**src/rtl/sine_dds_gen_if.sv**
```systemverilog
// Sample-stream bundle between the tick/control side and the DDS core.
// The master drives control and phase words; the slave returns samples.
interface sine_dds_gen_if #(
    parameter int PHASE_WIDTH = 16,
    parameter int DATA_WIDTH  = 12
);
    logic                          en;
    logic                          clr;
    logic        [PHASE_WIDTH-1:0] tuning_word;
    logic        [PHASE_WIDTH-1:0] phase_offset;
    logic signed [DATA_WIDTH-1:0]  sample;
    logic                          valid;
    logic                          cycle;

    modport master (
        output en, clr, tuning_word, phase_offset,
        input  sample, valid, cycle
    );

    modport slave (
        input  en, clr, tuning_word, phase_offset,
        output sample, valid, cycle
    );
endinterface

```
**src/rtl/sine_dds_gen.sv**
```systemverilog
// DDS sine generator: phase accumulator, quarter-wave table, quadrant fold.
// The quarter-wave table is computed at elaboration from the half-step formula.
module sine_dds_gen #(
    parameter int PHASE_WIDTH = 16,
    parameter int ADDR_WIDTH  = 6,
    parameter int DATA_WIDTH  = 12
) (
    input logic            clk,
    input logic            rst,
    sine_dds_gen_if.slave  dds
);
    localparam int N   = 1 << ADDR_WIDTH;
    localparam int IW  = ADDR_WIDTH + 2;
    localparam int RW  = DATA_WIDTH - 1;
    localparam int AMP = (1 << (DATA_WIDTH - 1)) - 1;

    function automatic logic [RW-1:0] rom_word(input int k);
        real x;
        x = real'(AMP) * $sin(3.14159265358979 / 2.0 * (real'(k) + 0.5) / real'(N));
        return RW'($rtoi(x + 0.5));
    endfunction

    logic [RW-1:0] rom [N];

    for (genvar k = 0; k < N; k++) begin : g_rom
        localparam logic [RW-1:0] W = rom_word(k);
        assign rom[k] = W;
    end

    logic        [PHASE_WIDTH-1:0] acc_q, acc_d;
    logic                          wrap_q, wrap_d;
    logic                          v1_q;
    logic        [RW-1:0]          rom_q;
    logic                          neg_q;
    logic                          cyc1_q;
    logic signed [DATA_WIDTH-1:0]  sample_q;
    logic                          valid_q;
    logic                          cycle_q;

    logic        [PHASE_WIDTH:0]   sum;
    logic        [IW-1:0]          idx;
    logic        [1:0]             quad;
    logic        [ADDR_WIDTH-1:0]  addr;
    logic signed [DATA_WIDTH-1:0]  mag;

    assign sum    = {1'b0, acc_q} + {1'b0, dds.tuning_word};
    assign acc_d  = sum[PHASE_WIDTH-1:0];
    assign wrap_d = sum[PHASE_WIDTH];
    assign idx    = IW'((acc_q + dds.phase_offset) >> (PHASE_WIDTH - IW));
    assign quad   = idx[IW-1 -: 2];
    // Odd quadrants read the table backwards: N-1-k is just ~k.
    assign addr   = quad[0] ? ~idx[ADDR_WIDTH-1:0] : idx[ADDR_WIDTH-1:0];
    assign mag    = $signed({1'b0, rom_q});

    always_ff @(posedge clk or posedge rst) begin
        if (rst) begin
            acc_q    <= '0;
            wrap_q   <= 1'b0;
            v1_q     <= 1'b0;
            rom_q    <= '0;
            neg_q    <= 1'b0;
            cyc1_q   <= 1'b0;
            sample_q <= '0;
            valid_q  <= 1'b0;
            cycle_q  <= 1'b0;
        end else if (dds.clr) begin
            acc_q   <= '0;
            wrap_q  <= 1'b0;
            v1_q    <= 1'b0;
            valid_q <= 1'b0;
            cycle_q <= 1'b0;
        end else begin
            v1_q    <= dds.en;
            valid_q <= v1_q;
            cycle_q <= v1_q & cyc1_q;
            if (dds.en) begin
                acc_q  <= acc_d;
                wrap_q <= wrap_d;
                rom_q  <= rom[addr];
                neg_q  <= quad[1];
                cyc1_q <= wrap_q;
            end
            if (v1_q) begin
                sample_q <= neg_q ? -mag : mag;
            end
        end
    end

    assign dds.sample = sample_q;
    assign dds.valid  = valid_q;
    assign dds.cycle  = cycle_q;
endmodule

```
**src/flat_wrapper.sv**
```systemverilog
// flat-port wrapper written by rule: the top's interface ports become plain ports
module sine_dds_gen_flat 
#(
    parameter int PHASE_WIDTH = 16,
    parameter int ADDR_WIDTH  = 6,
    parameter int DATA_WIDTH  = 12
)
  (clk, rst, dds_en, dds_clr, dds_tuning_word, dds_phase_offset, dds_sample, dds_valid, dds_cycle);
  sine_dds_gen_if #(.PHASE_WIDTH(PHASE_WIDTH), .DATA_WIDTH(DATA_WIDTH)) dds_i ();
  input logic clk;
  input logic rst;
  input wire logic [$bits(dds_i.en)-1:0] dds_en;
  input wire logic [$bits(dds_i.clr)-1:0] dds_clr;
  input wire logic [$bits(dds_i.tuning_word)-1:0] dds_tuning_word;
  input wire logic [$bits(dds_i.phase_offset)-1:0] dds_phase_offset;
  output wire logic [$bits(dds_i.sample)-1:0] dds_sample;
  output wire logic [$bits(dds_i.valid)-1:0] dds_valid;
  output wire logic [$bits(dds_i.cycle)-1:0] dds_cycle;
  assign dds_i.en = dds_en;
  assign dds_i.clr = dds_clr;
  assign dds_i.tuning_word = dds_tuning_word;
  assign dds_i.phase_offset = dds_phase_offset;
  assign dds_sample = dds_i.sample;
  assign dds_valid = dds_i.valid;
  assign dds_cycle = dds_i.cycle;
  sine_dds_gen #(.PHASE_WIDTH(PHASE_WIDTH), .ADDR_WIDTH(ADDR_WIDTH), .DATA_WIDTH(DATA_WIDTH)) u_core (.clk(clk), .rst(rst), .dds(dds_i));
endmodule
```
**config.mk**
```make
export PLATFORM = sky130hd
export DESIGN_NAME = sine_dds_gen_flat
export DESIGN_NICKNAME = d
export VERILOG_FILES = /design/src/rtl/sine_dds_gen_if.sv /design/src/rtl/sine_dds_gen.sv /design/src/flat_wrapper.sv
export SDC_FILE = /design/constraint.sdc
export NUM_CORES = 1
export LEC_CHECK = 0
export CAP_MARGIN = 20
export CELL_PAD_IN_SITES_DETAIL_PLACEMENT = 0
export CELL_PAD_IN_SITES_GLOBAL_PLACEMENT = 1
export CORE_MARGIN = 5
export CORE_UTILIZATION = 40
export CTS_CLUSTER_SIZE = 16
export DETAILED_ROUTE_END_ITERATION = 8
export GPL_TIMING_DRIVEN = 0
export PLACE_DENSITY_LB_ADDON = 0.1
export SLEW_MARGIN = 10
export SYNTH_ARGS = -nofsm -noshare
export SYNTH_HDL_FRONTEND = slang
export SYNTH_SLANG_ARGS = --single-unit
```
**constraint.sdc**
```tcl
create_clock -name clk -period 4.23 [get_ports clk]
set_clock_uncertainty 0.2 [all_clocks]
set_input_delay 0.846 -clock clk [delete_from_list [all_inputs] [get_ports clk]]
set_output_delay 0.846 -clock clk [all_outputs]
set_load 0.005 [all_outputs]
```
# Word-level counts from Yosys, hierarchy flattened
# Memory sizes are Yosys's and may differ from the RTL's. A register that Yosys moved wholly into a read port is not among the register bits.
# Cells that the tools add are included.
dict set report classes {
  addsub 3
  multipliers 0
  n_div 0
  n_lt_le_gt_ge 0
  eq_ne 0
  shifts 0
  mux 9
  n_bitwise 4
  reduce_logical 3
}
# operator count
set op_table {}
lappend op_table {{two-way mux 16 bit} 2}
lappend op_table {{adder 16 x 16 -> 17 bit} 1}
lappend op_table {{adder 16 bit} 1}
lappend op_table {{two-way mux 12 bit} 1}
lappend op_table {{negation 11 -> 12 bit} 1}
lappend op_table {{inverter 6 -> 7 bit} 1}
lappend op_table {{two-way mux 6 bit} 1}
lappend op_table {{inverter 6 bit} 1}
lappend op_table {{two-way mux 1 bit} 5}
lappend op_table {{AND reduction 2 bit} 2}
lappend op_table {{nonzero test 2 bit} 1}
lappend op_table {{bitwise AND 1 bit} 1}
lappend op_table {{inverter 1 bit} 1}
dict set report word_totals {
  ff_bits 34
  latch_bits 0
  mem_bits_rw 0
  rom_bits 704
  inputBits 36
  output_inout_bits 14
  word_cells 28
  memories 1
}
# name depth word_bits read_ports rd_ports_with_merged_regs write_ports line
set memory_table {}
lappend memory_table {{(name not given)} 64 11 1 1 0 sine_dds_gen.sv:79} ;# rom_q <= rom[addr];

# Longest topological paths before layout
dict set report depth {
  depth_word 4
  mapped_depth 16
  ltp_nobuf 14
}

# Worst setup path before layout
# Ideal clock, no wire load.
dict set report synth_path {
  path_kind {input to register}
  from {input port dds_phase_offset[1]}
  to {register u_core.rom_q[3]}
  setup_time_ns 0.080
  arrival_ns 4.096
  slack_ns -0.146
  cell_stages 12
  path_buffers 0
  path_cell_list {ha_1 -> a31oi_1 -> a221oi_2 -> o21ai_0 -> a211oi_2 -> mux2i_1 -> xor2_1 -> inv_1 -> ha_1 -> mux4_2 -> mux2_2 -> o211ai_2}
}
dict set report synth_via {
  elab_chain_len 4
}
# item line
set synth_lines {}
lappend synth_lines {{from (decl)} flat_wrapper.sv:15} ;# input wire logic [$bits(dds_i.phase_offset)-1:0] dds_phase_offset;
lappend synth_lines {{adder 16 bit (*)} sine_dds_gen.sv:49} ;# assign idx = IW'((acc_q + dds.phase_offset) >> (PHASE_WIDTH - IW));
lappend synth_lines {{inverter 6 bit} sine_dds_gen.sv:52} ;# assign addr = quad[0] ? ~idx[ADDR_WIDTH-1:0] : idx[ADDR_WIDTH-1:0];
lappend synth_lines {{two-way mux 6 bit (*)} sine_dds_gen.sv:52}
lappend synth_lines {{inverter 6 -> 7 bit (implied by the code) (*)} sine_dds_gen.sv:79}
lappend synth_lines {{to (decl)} sine_dds_gen.sv:33} ;# logic [RW-1:0] rom_q;
# Every way passes the cells marked *; elsewhere a longest branch is shown, timed or not.
# A chain may end at the register's enable or synchronous reset.

# Final worst setup path
dict set report layout_path {
  from {input port dds_phase_offset[4]}
  to {register u_core.rom_q[3]}
}
# Same word-level chain as after synthesis.

==> qor.yml <==
outcome:
  status: "completed"
power_and_ir_drop:
  total_power_mw: 4.86
  max-vdd-ir-drop_mv: 0.511
  static-leakage-power_nw: 2.78
  powerDensity_nw_per_um2: 761
finish:
  fillCellCount: 1012
  layout.cells.most_common_list: "nand2_1, buf_4, dfrtp_1"
  final_common_cell: "nand2_1"
  final_cell_count_no_fill: 772
  finish.net_count: 708
  post_route_cells_drive_above_1_share: 0.272
  layout.cell_area.non_filler_sq_um: 6400
  ant_diodes: 0
  area_delta_synth_final_pct: 42.0
critical_path:
  worst-endpoint-arrival_ns: 4.20
  timing.critical_path.required_ns: 4.23
  startpoint_of_the_most_critical_register_to_register_path: "u_core.acc_q[1]$_DFFE_PP0P_"
  worstSetupStartpoint: "dds_phase_offset[4]"
  crit_end: "u_core.rom_q[3]$_DFFE_PP0P_"
  critPathLaunchType: "input port"
  setup.worst_path.class: "in -> reg"
  critical_path.max_fanout: 6
  worst-r2r-setup-slack_ns: 0.31
  worstRegToRegCells: 14
  worst_setup_path_end_kind: "flop"
  timing.rr.end: "u_core.rom_q[3]$_DFFE_PP0P_"
global_routing:
  global_route.usage.met1: 0.283
  grt_use_met3: 0.0249
  initial_antenna_violation_count: 0
  gr-usage-all-layers: 0.212
  via_count_of_the_first_global_routing_pass: 4507
  global_route.overflow_total: 0
  use_met2: 0.361
  grt_max_degree: 38
  top_usage_layer: "met2"
  grt_first_pass_wirelength_microns: 22900
synth:
  synthCells: 523
  synth-edff-count: 0
  synth.ff_latch_count: 45
  postSynth.topFlopCell: "dfrtp_1"
  ys_seq_area_frac: 0.250
  ys_warn_count: 0
  synth_cell_types: 82
  synth-async-reset-ratio: 1.00
  synth.cell_area_sq_um: 4500
  synth.net_count: 600
  syn-mean-instance-area_sq_um: 8.61
floorplan:
  core_area_sq_um: 10900
  start_util: 0.412
  die_w_microns: 116
  design.portCount: 50
  fp.dieArea_sq_um: 13500
  die_height_microns: 116
  core.rowCount: 38
route:
  postRouteWirelength_microns: 14100
  drt_pre_antenna_iters: 5
  drc: 0
  detail_route.vias_per_cell: 5.83
  drt_first_iter_violations: 334
  via_count: 4501
  route.antenna.remaining_nets: 0
  routed_wl_per_cell_microns: 18.2
flow_run:
  max-cap-violations: 0
cts:
  clk_transition_reported_paths_ns: 0.07
  ctsLongestPathBuffers: 2
  number_of_sinks_driven_by_the_clock_tree: 45
  tritoncts.num_buffers: 5
  clkLatencyLatePin_ns: 0.28
  cts_tree: "built"
  cts-root-buf: "clkbuf_16"
  htree_num_levels: 2
sta:
  finalHoldViolations: 0
  max_slew_margin: 0.519
  final_min_period_over_clock_period: 0.993
  rsz0062_at_grt: "true"
  clock.fmax_mhz: 238
  hold_slack_ns: 0.269
  slew_viol_final: 0
  worst_pin_slew_ns: 0.722
  final-setup-viol-count: 0
  fin_crit_ns: 4.20
placement:
  place.port_buffers: 48
  place_inst: 712
  dp.final_hpwl_microns: 10300
  placed_area_sq_um: 5190
  routabilityCongestion: 0.966
worst_hold_path:
  holdPathStages: 2
  hold_path_class: "reg -> reg"
cell families (layout without fill, tap and decap cells):
| family | count (synthesis) | after routing | synth area share |
|---|---|---|---|
| multiplexers | 25 | 25 | 0.0614 |
| flip-flops | 45 | 45 | 0.250 |
| XOR/XNOR | 39 | 39 | 0.0864 |
| adder cells (fa/ha/maj) | 41 | 41 | 0.116 |
| AO/OA/AOI/OAI | 177 | 177 | 0.285 |
| AND/OR/NAND/NOR | 156 | 156 | 0.159 |
| buffers and inverters | 40 | 149 | 0.0428 |
flip-flops by register name (all words and copies together), names as in the netlist:
register / cells
u_core.acc_q: 16
u_core.neg_q: 1
u_core.rom_q: 11
u_core.dds.sample: 12
u_core.wrap_q: 1
u_core.dds.valid: 1
u_core.dds.cycle: 1
u_core.cyc1_q: 1
u_core.v1_q: 1
layout make-up:
| class | count | area, sq um | share of cell area |
|---|---|---|---|
| well taps | 140 | 175 | 0.0274 |
| clock buffers | 5 | 125 | 0.0196 |
| plain buffers | 25 | 173 | 0.0270 |
| inverters | 14 | 57.6 | 0.00900 |
| flip-flops and latches | 45 | 1130 | 0.176 |
| repair buffers | 102 | 951 | 0.149 |
| multi-input cells | 438 | 3760 | 0.588 |
| clock inverters | 3 | 25.0 | 0.00391 |
worst min-delay path by stage:
| stage | startpoint | end | slack [ns] |
|---|---|---|---|
| after CTS | u_core.wrap_q$_DFFE_PP0P_ | u_core.cyc1_q$_DFFE_PP0P_ | 0.28 |
| final | u_core.dds.sample[11]$_DFFE_PP0P_ | u_core.dds.sample[11]$_DFFE_PP0P_ | 0.27 |
| after global placement | u_core.dds.sample[11]$_DFFE_PP0P_ | u_core.dds.sample[11]$_DFFE_PP0P_ | 0.25 |
| after floorplan | u_core.cyc1_q$_DFFE_PP0P_ | u_core.cyc1_q$_DFFE_PP0P_ | 0.24 |
| after detailed placement | u_core.wrap_q$_DFFE_PP0P_ | u_core.cyc1_q$_DFFE_PP0P_ | 0.26 |
| after global routing | u_core.cyc1_q$_DFFE_PP0P_ | u_core.dds.cycle$_DFF_PP0_ | 0.31 |
metrics by stage:
stage	worst slack, ns	util	setup TNS, ns
after floorplan	-0.00433	-	-0.00433
after global placement	-1.14	0.473	-10.26
after detailed placement	-1.16	0.475	-10.31
after CTS	0.00366	0.562	0
after global routing	-0.0418	0.585	-0.0804
final	0.0306	0.585	0
power breakdown:
| part | leakage (nW) | internal (mW) | total, mW | switching, mW |
|---|---|---|---|---|
| clock network | 0.0704 | 0.222 | 0.388 | 0.166 |
| registers | 0.568 | 0.569 | 0.698 | 0.130 |
| logic | 2.14 | 1.76 | 3.78 | 2.02 |
| total | 2.78 | 2.55 | 4.86 | 2.31 |
cell usage after synthesis, types with 3 or more instances:
master    instances  area share
a31oi_1          11       0.015
xnor2_1          18       0.035
o21a_1            4      0.0067
o21ai_0          37       0.041
o211ai_1          5      0.0083
nor2_1           42       0.035
o22ai_1           4      0.0056
buf_2             8      0.0089
clkbuf_1         10      0.0083
a32oi_1           3      0.0058
and2_1            5      0.0069
nor3_1           15       0.017
o21bai_1          5      0.0083
mux2i_1          22       0.049
a211o_1           5      0.0097
xor2_1           17       0.033
a21oi_1          26       0.029
buf_4             4      0.0067
o311ai_0          3      0.0058
nand2b_1          5      0.0069
dfrtp_1          45        0.25
inv_1            10      0.0083
o31ai_1           4      0.0067
nor2b_1           3      0.0042
ha_1             40        0.11
a221oi_1          4      0.0078
and3_1            5      0.0069
o211a_1           3      0.0067
a211oi_1         11       0.018
nand2_1          55       0.046
o41ai_1           3      0.0058
or3_1             3      0.0042
nand3_1          10       0.011
a21o_1           15       0.025
repair_timing:
action / in CTS / in global routing
pin swaps: 34 / 22
setup buffers: 40 / 15
endpoints found under the setup margin: 11 / 10
resized for setup: 100 / 34
hold buffers: 0 / 0
cloned: 0 / 0
worst max-delay path, cell delays in order:
cell and delay [ns]:
dlygate4sd2_1 0.26, ha_4 0.27, nand4_1 0.13, a221oi_4 0.31, buf_6 0.17, o21ai_4 0.06
a211oi_2 0.30, mux2i_2 0.27, buf_6 0.15, xor2_4 0.24, inv_2 0.11, ha_4 0.20
mux4_2 0.47, mux2_4 0.29, o211ai_2 0.13
routing by layer:
metal / vias up / share of wire
li1: 2178 / -
met1: 2141 / 0.46
met2: 155 / 0.47
met3: 27 / 0.054
met4: 0 / 0.023
met5: - / 0
Power figures use the tool's default switching activity.
